### src/rtl/kvs_pkg.sv
// kvs_pkg: key/value widths and update record shared by kvs and its front ends
package kvs_pkg;
  localparam int KEY_BITS = 8;
  localparam int VAL_BITS = 8;
  typedef logic [KEY_BITS-1:0] key_t;
  typedef logic [VAL_BITS-1:0] val_t;
  typedef struct packed {
    key_t key;
    val_t inc;
  } upd_t;
endpackage

### src/rtl/kvs_ins_fifo.sv
// kvs_ins_fifo: pending-insert queue of {key, inc} with per-entry valid/key taps for hazard compares
module kvs_ins_fifo
  import kvs_pkg::*;
#(
  parameter int KW    = KEY_BITS,
  parameter int VW    = VAL_BITS,
  parameter int DEPTH = 4
) (
  input  logic                   clk,
  input  logic                   rst,
  input  logic                   push_i,
  input  logic [KW-1:0]          key_i,
  input  logic [VW-1:0]          inc_i,
  input  logic                   pop_i,
  output logic [KW-1:0]          key_o,
  output logic [VW-1:0]          inc_o,
  output logic                   empty_o,
  output logic [$clog2(DEPTH):0] cnt_o,
  output logic [DEPTH-1:0]       ent_vld_o,
  output logic [KW-1:0]          ent_key_o [DEPTH]
);
  localparam int AW = $clog2(DEPTH);
  logic [KW-1:0]    key_q [DEPTH];
  logic [VW-1:0]    inc_q [DEPTH];
  logic [DEPTH-1:0] vld_q, vld_d;
  logic [AW-1:0]    wp_q, rp_q;
  logic [AW:0]      cnt_q;
  // entry valid bits: a popped slot clears, a pushed slot sets
  always_comb begin
    vld_d = vld_q;
    if (pop_i) vld_d[rp_q] = 1'b0;
    if (push_i) vld_d[wp_q] = 1'b1;
  end
  // pointers, occupancy and valid bits
  always_ff @(posedge clk) begin
    if (rst) begin
      vld_q <= '0;
      wp_q  <= '0;
      rp_q  <= '0;
      cnt_q <= '0;
    end else begin
      vld_q <= vld_d;
      wp_q  <= wp_q + AW'(push_i);
      rp_q  <= rp_q + AW'(pop_i);
      cnt_q <= cnt_q + (AW+1)'(push_i) - (AW+1)'(pop_i);
    end
  end
  // payload storage needs no reset; entries are qualified by vld_q
  always_ff @(posedge clk) begin
    if (push_i) begin
      key_q[wp_q] <= key_i;
      inc_q[wp_q] <= inc_i;
    end
  end
  assign key_o     = key_q[rp_q];
  assign inc_o     = inc_q[rp_q];
  assign empty_o   = cnt_q == '0;
  assign cnt_o     = cnt_q;
  assign ent_vld_o = vld_q;
  assign ent_key_o = key_q;
endmodule

### src/rtl/kvs_upsert.sv
// kvs_upsert: turns (key, inc) updates into kvs lookup/modify/insert; KVS_UPSERT_SAT_EN makes modify saturate
module kvs_upsert
  import kvs_pkg::*;
#(
  parameter int NUM_KEY_BITS = KEY_BITS,
  parameter int NUM_VAL_BITS = VAL_BITS,
  parameter int NUM_PIPES    = 2,
  parameter int FIFO_DEPTH   = 4
) (
  input  logic                    clk,
  input  logic                    rst,
  input  logic                    in_valid,
  output logic                    in_ready,
  input  logic [NUM_KEY_BITS-1:0] in_key,
  input  logic [NUM_VAL_BITS-1:0] in_inc,
  output logic                    lookup,
  output logic [NUM_KEY_BITS-1:0] key,
  input  logic                    valid,
  input  logic [NUM_VAL_BITS-1:0] value,
  output logic                    modify,
  output logic                    del,
  output logic [NUM_VAL_BITS-1:0] mod_value,
  input  logic                    busy,
  output logic                    insert,
  output logic [NUM_KEY_BITS-1:0] ins_key,
  output logic [NUM_VAL_BITS-1:0] ins_value,
  output logic                    idle
);
  localparam int CW = $clog2(FIFO_DEPTH) + 1;
  logic [NUM_PIPES-1:0]    pv_q, pv_d;
  logic [NUM_KEY_BITS-1:0] pk_q [NUM_PIPES];
  logic [NUM_KEY_BITS-1:0] pk_d [NUM_PIPES];
  logic [NUM_VAL_BITS-1:0] pi_q [NUM_PIPES];
  logic [NUM_VAL_BITS-1:0] pi_d [NUM_PIPES];
  logic                    push, q_empty, hazard, credit;
  logic [CW-1:0]           q_cnt;
  logic [FIFO_DEPTH-1:0]   ent_vld;
  logic [NUM_KEY_BITS-1:0] ent_key [FIFO_DEPTH];
  logic [31:0]             inflight;
  // same-key hazard against pipeline and queue, and credit so a miss always finds queue space
  always_comb begin
    hazard   = 1'b0;
    inflight = '0;
    for (int i = 0; i < NUM_PIPES; i++) begin
      hazard   = hazard | (pv_q[i] && pk_q[i] == in_key);
      inflight = inflight + 32'(pv_q[i]);
    end
    for (int j = 0; j < FIFO_DEPTH; j++) hazard = hazard | (ent_vld[j] && ent_key[j] == in_key);
    credit = inflight + 32'(q_cnt) >= 32'(FIFO_DEPTH);
  end
  assign in_ready = !rst && !hazard && !credit;
  assign lookup   = in_valid && in_ready;
  assign key      = in_key;
  assign modify   = !rst && pv_q[0] && valid;
  assign push     = !rst && pv_q[0] && !valid;
  assign insert   = !rst && !q_empty && !busy;
  assign del      = 1'b0;
  assign idle     = !(|pv_q) && q_empty;
`ifdef KVS_UPSERT_SAT_EN
  logic [NUM_VAL_BITS:0] sum;
  assign sum       = {1'b0, value} + {1'b0, pi_q[0]};
  assign mod_value = sum[NUM_VAL_BITS] ? '1 : sum[NUM_VAL_BITS-1:0];
`else
  assign mod_value = value + pi_q[0];
`endif
  // tracking pipeline shifts toward stage 0 every cycle, mirroring the kvs lookup latency
  always_comb begin
    pv_d = '0;
    pk_d = pk_q;
    pi_d = pi_q;
    for (int i = 0; i < NUM_PIPES - 1; i++) begin
      pv_d[i] = pv_q[i+1];
      pk_d[i] = pk_q[i+1];
      pi_d[i] = pi_q[i+1];
    end
    pv_d[NUM_PIPES-1] = lookup;
    pk_d[NUM_PIPES-1] = in_key;
    pi_d[NUM_PIPES-1] = in_inc;
  end
  // stage valids reset so in-flight lookups are dropped
  always_ff @(posedge clk) begin
    if (rst) pv_q <= '0;
    else pv_q <= pv_d;
  end
  // stage payloads are qualified by pv_q
  always_ff @(posedge clk) begin
    pk_q <= pk_d;
    pi_q <= pi_d;
  end
  kvs_ins_fifo #(
    .KW   (NUM_KEY_BITS),
    .VW   (NUM_VAL_BITS),
    .DEPTH(FIFO_DEPTH)
  ) u_fifo (
    .clk      (clk),
    .rst      (rst),
    .push_i   (push),
    .key_i    (pk_q[0]),
    .inc_i    (pi_q[0]),
    .pop_i    (insert),
    .key_o    (ins_key),
    .inc_o    (ins_value),
    .empty_o  (q_empty),
    .cnt_o    (q_cnt),
    .ent_vld_o(ent_vld),
    .ent_key_o(ent_key)
  );
endmodule
### config.mk
export PLATFORM = sky130hd
export DESIGN_NAME = kvs_upsert
export DESIGN_NICKNAME = d
export VERILOG_FILES = /design/src/rtl/kvs_pkg.sv /design/src/rtl/kvs_ins_fifo.sv /design/src/rtl/kvs_upsert.sv
export SDC_FILE = /design/constraint.sdc
export NUM_CORES = 1
export LEC_CHECK = 0
export BUFFER_PORTS_ARGS = -buffer_cell sky130_fd_sc_hd__buf_2
export CELL_PAD_IN_SITES_DETAIL_PLACEMENT = 1
export CELL_PAD_IN_SITES_GLOBAL_PLACEMENT = 2
export CORE_UTILIZATION = 40
export CTS_BUF_LIST = sky130_fd_sc_hd__clkbuf_16
export CTS_CLUSTER_SIZE = 28
export DETAILED_ROUTE_END_ITERATION = 8
export GPL_TIMING_DRIVEN = 0
export PLACE_DENSITY = 0.75
export SETUP_SLACK_MARGIN = 0.15
export SYNTH_ARGS = -nofsm -noshare
export SYNTH_HDL_FRONTEND = slang
export SYNTH_SLANG_ARGS = --single-unit
export TNS_END_PERCENT = 50
### constraint.sdc
create_clock -name clk -period 2.6 [get_ports clk]
set_clock_uncertainty 0.15 [all_clocks]
set_input_delay 0.26 -clock clk [delete_from_list [all_inputs] [get_ports clk]]
set_output_delay 0.26 -clock clk [all_outputs]
set_load 0.01 [all_outputs]
# [Yosys cells after proc, flatten, opt, wreduce, memory -nomap -nowiden]
# Memory sizes are Yosys's and may differ from the RTL's. A register that Yosys moved wholly into a read port is not among the register bits.
# Cells that the tools add are included.
[word_totals] ff_bits=77 mem_bits_rw=32 output_inout_bits=38 word_cells=87 memories=1
[op_classes] addsub=7 magnitude_cmp=8 eq_ne=6 mux=15 bitwise_logic=10 n_reduce_logical=27
[memory_table] memory="u_fifo.inc_q" words=4 word_bits=8 rd=1 rd_clocked_by_memory_dff=1 write_ports=1 line_no="kvs_ins_fifo.sv:24" source="logic [VW-1:0] inc_q [DEPTH];"
[ops] operator="equality test 8 bit" n=6
[ops] operator="bitwise mux 32 bit" n=1
[ops] operator="2-to-1 mux 8 bit" n=3
[ops] operator="logical AND 1 bit" n=18
[ops] operator="binary-select mux 8 bit (select 2 bit)" n=1
[ops] operator="demux 8 bit (select 2 bit)" n=1
[ops] operator="adder 8 bit" n=1
[ops] operator="2-to-1 mux 4 bit" n=2
[ops] operator="logical NOT 1 bit" n=7
[ops] operator=">= comparator 3 bit (second input constant)" n=2
[ops] operator="less-than comparator 2 x 3 -> 1 bit (second input constant)" n=2
[ops] operator="inverter 2 -> 3 bit" n=2
[ops] operator="OR 1 bit" n=5
[ops] operator="adder 2 x 1 -> 2 bit" n=2
[ops] operator="adder 2 x 3 -> 4 bit" n=1
[ops] operator="AND 4 bit" n=1
[ops] operator="demux 1 bit (select 2 bit)" n=2
[ops] operator=">= comparator 2 x 1 -> 1 bit (second input constant)" n=2
[ops] operator=">= comparator 4 x 3 -> 1 bit (second input constant)" n=1
[ops] operator="2-to-1 mux 1 bit" n=4
[ops] operator="inverter 4 bit" n=1
[ops] operator="OR 4 bit" n=1
[ops] operator="adder 3 x 1 -> 3 bit" n=1
[ops] operator="logical NOT 3 bit" n=1
[ops] operator="other kinds (5)" n=5

# [Logic depth before layout (Yosys ltp)]
# Gate-level depths: netlist (run 1).
[depth] depth_word=11 ltp_mapped=8

# [Cells and area by module]
# Synthesis (run 1) repeated with hierarchy kept, for this count alone.
[unflattened] cells_unflattened=304 hier_area_um2=4550.6
[by_module_without_submodules] module="kvs_ins_fifo" n_inst=1 cells_per_inst=134 area_per_inst_um2=2822.7 seq_area_each_um2=2142.1
[by_module_without_submodules] module="kvs_upsert" n_inst=1 cells_per_inst=170 area_per_inst_um2=1727.9 seq_area_each_um2=680.7

# [Worst setup path after synthesis (run 1)]
# No wires, ideal clock.
[synth_path] path_type="reg-to-reg" start="register u_fifo.cnt_q[1] (netlist: u_fifo.cnt_o[1])" end="register u_fifo.cnt_q[1] (netlist: u_fifo.cnt_o[1])" setup_ns=0.128 arrival_ns=2.005 setup_slack_ns=0.317 path_stages_with_launch=8 path_cell_list="dfxtp_1 nor3_1 nor3_1 ha_1 inv_1 ha_1 fa_1 nor2b_1"
[synth_between] elab_chain_cells=5 elab_cells_between_ends=6 cone_classes="add/sub: 2; reduce/logical: 4"
[synth_lines] item="start: declaration" line_no="kvs_ins_fifo.sv:27" source="logic [AW:0] cnt_q;"
[synth_lines] item="start signal: assignment" line_no="kvs_ins_fifo.sv:45" source="cnt_q <= cnt_q + (AW+1)'(push_i) - (AW+1)'(pop_i);"
[synth_lines] item="logical NOT 3 bit" line_no="kvs_ins_fifo.sv:57" source="assign empty_o = cnt_q == '0;"
[synth_lines] item="logical NOT 1 bit" line_no="kvs_upsert.sv:56" source="assign insert = !rst && !q_empty && !busy;"
[synth_lines] item="logical AND 1 bit (2 in series)" line_no="kvs_upsert.sv:56"
[synth_lines] item="named net insert" line_no="kvs_upsert.sv:24" source="output logic insert,"
[synth_lines] item="subtractor 3 x 1 -> 3 bit" line_no="kvs_ins_fifo.sv:45"
# The timed path passes the listed nets, and every way through them passes these cells.
# A chain may end at the register's enable or synchronous reset.

# [Final worst setup path (run 1)]
[layout_path] start="register pi_q[9] (netlist bit)" end="output port mod_value[7]"
[layout_between] elab_chain_cells=1
[layout_lines] item="start: declaration" line_no="kvs_upsert.sv:33" source="logic [NUM_VAL_BITS-1:0] pi_q [NUM_PIPES];"
[layout_lines] item="start signal: assignment" line_no="kvs_upsert.sv:88" source="pi_q <= pi_d;"
[layout_lines] item="adder 8 bit" line_no="kvs_upsert.sv:64" source="assign mod_value = value + pi_q[0];"
[layout_lines] item="end: declaration" line_no="kvs_upsert.sv:22" source="output logic [NUM_VAL_BITS-1:0] mod_value,"
# Every way passes these cells.

==> summary.md, run 1 <==
| Metric | Value |
|---|---|
| Status | finished clean |
| Levels on crit path | 7 |
| Critical-path maximum fanout | 6 |
| CP startpoint kind | flip-flop |
| Cell Area, Placed | 5080 um2 |
| Synth unique cells | 42 |
| Worst path slowest cell | dfxtp_2 |
| Worst vdd ir | 0.325 mV |
| WHS Path Cells | 3 |
| Antenna diodes | 0 |
| Cell count of the worst reg-to-reg path | 7 |
| Max Cap Viol | 0 |
| Post-Route WL | 9590 um |
| Placer Congestion | 0.775 |
| Drt wl/cell | 17.4 um |
| Endpoints failing setup | 0 |
| Largest net degree at the start of global routing | 21 |
| PortBufs | 65 |
| Critical Path RT | 2190 ps |
| Worst Tran Pin Value | 809 ps |
| Pwr Density | 671 nW/um2 |
| Highest clock rate | 406 MHz |
| Initial DRC Count | 67 |
| Synth Area per Inst | 14.7 um2 |
| Fin util | 51.0% |
| DP Worst Slack | 49.5 ps |
| Final worst-path cycle share | 94.7% |
| Number of synthesized register bits | 109 |
| Min-Delay Path Class | in -> reg |
| Fill count | 1,116 |
| Post-route cell area | 5600 um2 |
| Worst-path clk slew | 70 ps |
| Layout overhead on the synthesized area | 22.9% |
| H-tree levels | 3 |
| ANT nets after route | 0 |
| Clock Sinks | 109 |
| Num CTS Buffers | 9 |
| Top FF cell, synth | edfxtp_1 |
| Synth top area share | 42.1% |
| Via count of the first global-routing pass | 2,783 |
| Design Power | 3.76 mW |
| Worst path cell trace | ha_1 -> a21oi_2 -> nor2b_1 -> o31a_1 -> o41ai_2 -> xnor2_1 -> buf_2 |
| CTS Root Cell | clkbuf_16 |
| Post-synth ARST share | 0% |
| Type of the worst setup path | reg -> out |
| Layout cells sized above 1 | 33.9% |
| Register area share after synthesis | 61.9% |
| CP endpoint kind | output port |
| Area leader, netlist | edfxtp_1 |
| Synth Cell Area | 4560 um2 |
| Avg Vias per Cell | 4.88 |
| Vias | 2,685 |
| Synthesis Warnings | 0 |
| Worst-case clock buffer depth | 2 |
| Top post-synthesis cells by area | edfxtp_1, dfxtp_1, xor2_1, mux4_2, ha_1 |
| Worst EP arrival | 2050 ps |
| Critical Path Max Stage Delay | 340 ps |
| Initial antenna violation count | 0 |
| Setup TNS | 0 ps |
| Initial Util | 41.5% |
| Total gr overflow | 0 |
| Min Tclk post-route | 2460 ps |
| Buffers and inverters on the worst path | 1 |
| Relative slew slack | 46.0% |
| Worst-skew pair later-pin latency | 350 ps |
| Io pins | 67 |
| DP Wirelength | 6690 um |
| Post-synth EDFFs | 64 |
| Post-synth net total | 354 |
| Final hold violations | 0 |
| First-pass GRT wire length | 15,000 um |
| Die Y | 109 um |
| Post-Syn Instances | 310 |
| Cell Rows | 38 |
| Core area | 11,000 um2 |
| Placed Cells incl. Taps | 516 |
| Final #Nets | 449 |
| Tot GR Track Use | 17.9% |
| RSZ-0062 raised after global routing | yes |
| DIE AREA | 11,800 um2 |
| Die X | 109 um |
| Post-route insts no fill | 550 |
| Max-slew violations | 0 |
| TritonCTS clock tree | yes |
| Cell family with the largest share of critical-path delay | compound AO/OA/AOI/OAI gates |
| Static leakage | 2.20 nW |
| Drt first pass iters | 6 |
| Hold WS | 24.1 ps |
| DRC Markers | 0 |
| Final WS setup | 137 ps |
[power by group]
part / switching [mW] / internal [mW]
registers: 0.0486 / 1.87
logic: 0.266 / 0.273
clock network: 0.635 / 0.665
[cell type report]
class | count | area [um2] | share of cell area, %
clock inverter | 7 | 58.8 | 1.05
timing repair buffer | 84 | 515 | 9.20
clock buffer | 9 | 225 | 4.02
tap | 140 | 175 | 3.13
sequential | 109 | 2830 | 50.5
buffer | 22 | 149 | 2.66
inverter | 15 | 60.1 | 1.07
multi-input combinational | 164 | 1590 | 28.4
[registers in the layout, indices dropped and copies added (netlist names)]
| register | flops |
|---|---|
| u_fifo.inc_q | 32 |
| u_fifo.rp_q | 2 |
| u_fifo.wp_q | 2 |
| pi_q | 8 |
| u_fifo.ent_key_o | 32 |
| pi_d | 8 |
| u_fifo.cnt_o | 3 |
| pk_q | 8 |
| u_fifo.ent_vld_o | 4 |
| pv_q | 2 |
| pk_d | 8 |
[cells by family after synthesis]
logic type | after synthesis | share of synthesized area (%)
muxes | 17 | 8.12
xor gates and xnor gates | 56 | 10.8
AOI/OAI and AO/OA | 20 | 3.65
DFF | 109 | 61.9
buffers and inverters | 37 | 4.44
adders and majority gates | 15 | 4.44
other | 1 | 0.0822
and+or+nand+nor | 55 | 6.61
[worst register-to-register path: stages, from the launching register on]
cell and delay (ps):
dfxtp_1 410, nor3_1 100, nor3_2 380, ha_1 320, inv_1 50, ha_1 150
fa_1 400, nor2b_1 140
[final timing paths]
path              startpoint              end  slack, ps
max                  pi_q[9]     mod_value[7]        140
max reg2reg  u_fifo.cnt_o[1]  u_fifo.cnt_o[1]        380
min                 in_valid          pv_q[1]         20
min reg2reg         pi_d[10]         pi_q[10]        180
[layer usage]
| layer | part of all wire [%] | vias to the layer above | GRT usage (%) |
|---|---|---|---|
| li1 | - | 1297 | - |
| met1 | 45 | 1313 | 22.5 |
| met2 | 49 | 62 | 30.2 |
| met3 | 3.6 | 13 | 2.51 |
| met4 | 2.1 | 0 | 8.98 |
| met5 | 0 | - | 0 |
[synth_stat cells (6+ instances only)]
master    number
a21oi_1        6
buf_2          6
buf_4         11
dfxtp_1       45
edfxtp_1      64
ha_1          13
inv_1         15
mux4_2        16
nand3_1        6
nor2_1        13
nor2b_1        7
nor3_1         7
nor4_1         7
xnor2_1       12
xor2_1        44
[what timing repair did]
action | CTS | global route
endpoints found under the setup margin | 46 | 21
setup buffers | 2 | 0
endpoints found under the hold margin | 16 | 0
pin swaps | 4 | 7
gates resized for setup | 14 | 6
hold buffers | 16 | 0
[layout by cell type, fill, tap and decap left out, drive strengths merged, types with 2 or more instances in the layout]
cell type,n
fa,2
clkbuf,12
inv,18
nor2,13
buf,87
xor2,44
xnor2,12
nand3,6
ha,13
o41ai,3
nor3,7
mux4,16
dlygate4sd3,16
dfxtp,45
nand4,3
edfxtp,64
nor4,8
a21oi,6
o21ai,3
clkinvlp,3
nand2,3
nor2b,7
Power figures use the tool's default switching activity.
==> run 2, diff against run 1 <==
--- a/config.mk
+++ b/config.mk
@@ -8,6 +8,7 @@
 export BUFFER_PORTS_ARGS = -buffer_cell sky130_fd_sc_hd__buf_2
 export CELL_PAD_IN_SITES_DETAIL_PLACEMENT = 1
 export CELL_PAD_IN_SITES_GLOBAL_PLACEMENT = 2
+export CORE_MARGIN = 2
 export CORE_UTILIZATION = 40
 export CTS_BUF_LIST = sky130_fd_sc_hd__clkbuf_16
 export CTS_CLUSTER_SIZE = 28
==> run 2 against run 1 <==
Effect of this change: combinational power is 2% higher; highest routed layer unchanged; largest power group unchanged; register-to-register slack hardly changed; die area is 3.7% higher.
==> summary.md, run 2 (same netlist as run 1, synthesis figures left out) <==
| Metric | Value |
|---|---|
| Status | finished clean (unchanged) |
| Commonest non-fill, non-tap cell in the layout | buf_2 (unchanged) |
| Io pins | 67 (unchanged) |
| Final #Nets | 452 (was 449) |
| Commonest cells after routing, fill and taps aside | buf_2, edfxtp_1, xor2_1 (unchanged) |
| Num CTS Buffers | 9 (unchanged) |
| Max Cap Viol | 0 (unchanged) |
| Initial Util | 41.5% (unchanged) |
| Combinational share of power | 14.5% (was 14.3%) |
| Max-slew violations | 0 (unchanged) |
| First-pass GRT wire length | 15,600 um (was 15,000 um) |
| Pwr Density | 673 nW/um2 (was 671 nW/um2) |
| CP startpoint kind | flip-flop (unchanged) |
| Setup TNS | 0 ps (unchanged) |
| Cell count of the worst reg-to-reg path | 5 (was 7) |
| Static leakage | 2.22 nW (was 2.20 nW) |
| Int Pwr | 2.81 mW (about the same) |
| Core area | 11,000 um2 (unchanged) |
| Die X | 111 um (was 109 um) |
| Min Tclk post-route | 2520 ps (was 2460 ps) |
| DP Wirelength | 6810 um (was 6690 um) |
| Clock Sinks | 109 (unchanged) |
| H-tree levels | 3 (unchanged) |
| Min-Delay Path Class | in -> reg (unchanged) |
| PortBufs | 65 (unchanged) |
| Worst vdd ir | 0.530 mV (was 0.325 mV) |
| Endpoints failing setup | 0 (unchanged) |
| Vias | 2,692 (was 2,685) |
| Fill count | 1,132 (was 1,116) |
| ANT nets after route | 0 (unchanged) |
| Layout cells sized above 1 | 34.6% (was 33.9%) |
| Net Sw Frac | 25.6% (was 25.2%) |
| Critical-path maximum fanout | 3 (was 6) |
| Worst-skew pair later-pin latency | 360 ps (was 350 ps) |
| Worst EP arrival | 2110 ps (was 2050 ps) |
| Switch Pwr | 969 uW (was 949 uW) |
| Avg Vias per Cell | 4.87 (was 4.88) |
| Antenna diodes | 0 (unchanged) |
| RSZ-0062 raised after global routing | yes (unchanged) |
| WHS Path Cells | 3 (unchanged) |
| Relative slew slack | 49.1% (was 46.0%) |
| Initial DRC Count | 92 (was 67) |
| Worst-case clock buffer depth | 2 (unchanged) |
| Drt first pass iters | 4 (was 6) |
| Placer Congestion | 0.774 (was 0.775) |
| Via count of the first global-routing pass | 2,810 (was 2,783) |
| Tot GR Track Use | 17.0% (was 17.9%) |
| CTS Root Cell | clkbuf_16 (unchanged) |
| DIE AREA | 12,300 um2 (was 11,800 um2) |
| Worst Tran Pin Value | 763 ps (was 809 ps) |
| Post-route cell area | 5620 um2 (was 5600 um2) |
| Type of the worst setup path | reg -> out (unchanged) |
| Clock power frac | 34.7% (was 34.6%) |
| Cell Area, Placed | 5080 um2 (unchanged) |
| Critical Path RT | 2190 ps (about the same) |
| Post-Route WL | 9960 um (was 9590 um) |
| Final worst-path cycle share | 96.8% (was 94.7%) |
| DRC Markers | 0 (unchanged) |
| Initial antenna violation count | 0 (unchanged) |
| Cell Rows | 38 (unchanged) |
| Final hold violations | 0 (unchanged) |
| Worst-path clk slew | 80 ps (was 70 ps) |
| TritonCTS clock tree | yes (unchanged) |
| Layout overhead on the synthesized area | 23.2% (was 22.9%) |
| Reg power frac | 50.8% (was 51.1%) |
| Total gr overflow | 0 (unchanged) |
| CP endpoint kind | output port (unchanged) |
| Drt wl/cell | 18.0 um (was 17.4 um) |
| Largest net degree at the start of global routing | 20 (was 21) |
| Die Y | 111 um (was 109 um) |
| Design Power | 3.78 mW (was 3.76 mW) |
| Highest clock rate | 397 MHz (was 406 MHz) |
## run 2: cell type report
cell class	count	area, um2	area share (%)
clock inverter	7	52.6	0.935
buffer	22	153	2.72
clock buffer	9	225	4.01
inverter	15	60.1	1.07
sequential	109	2830	50.4
tap	140	175	3.12
multi-input combinational	164	1590	28.2
timing repair buffer	87	538	9.57
## run 2: metal layers
metal / part of all wire (%) / vias up / global-route usage, %
li1: - / 1298 / -
met1: 44 / 1325 / 20.5
met2: 49 / 56 / 28.5
met3: 5.2 / 13 / 6.18
met4: 1.4 / 0 / 5.33
met5: 0 / - / 0
## run 2: path summary, 6_finish.rpt
kind	from	to	slack [ps]
worst min-delay path	in_valid	pv_q[1]	20
worst max register to register	pv_q[0]	u_fifo.ent_key_o[18]	380
worst max-delay path	pi_q[8]	mod_value[6]	80
worst min register to register	pi_d[9]	pi_q[9]	180
## run 2: critical path, stage by stage, from the launching register on
cell	delay [ps]
dfxtp_4	360
ha_4	160
inv_2	50
fa_2	210
nor2b_2	50
o21ai_2	200
a21boi_2	100
or4_1	400
nand3_1	90
buf_2	130
## run 2: stage by stage
stage          instances  util, %  setup WS (ps)  hold slack [ps]
6_report             553     51.2           84.1             17.8
5_1_grt              553     51.2          -19.7             23.7
4_1_cts              549     50.5           42.7             8.51
3_5_place_dp         516     46.2           60.5              163
3_3_place_gp         515     46.1           -562              160
2_1_floorplan        310        -            317              138
## run 2: what timing repair did
| action | CTS | global route |
|---|---|---|
| gates cloned | 0 | 0 |
| endpoints found under the setup margin | 46 | 14 |
| pin swaps | 1 | 8 |
| gates resized for setup | 12 | 10 |
| hold buffers | 16 | 0 |
| buffers inserted | 1 | 4 |
| hold endpoints to repair | 16 | 0 |
## run 2: power by group through the flow
stage	Sequential (mW)	Clock, mW	Combinational, mW
after floorplan	1.94	0	0.350
after global placement	1.96	0	0.501
after detailed placement	1.96	0	0.513
after CTS	1.92	1.34	0.545
after global routing	1.93	1.41	0.609
final	1.92	1.31	0.549
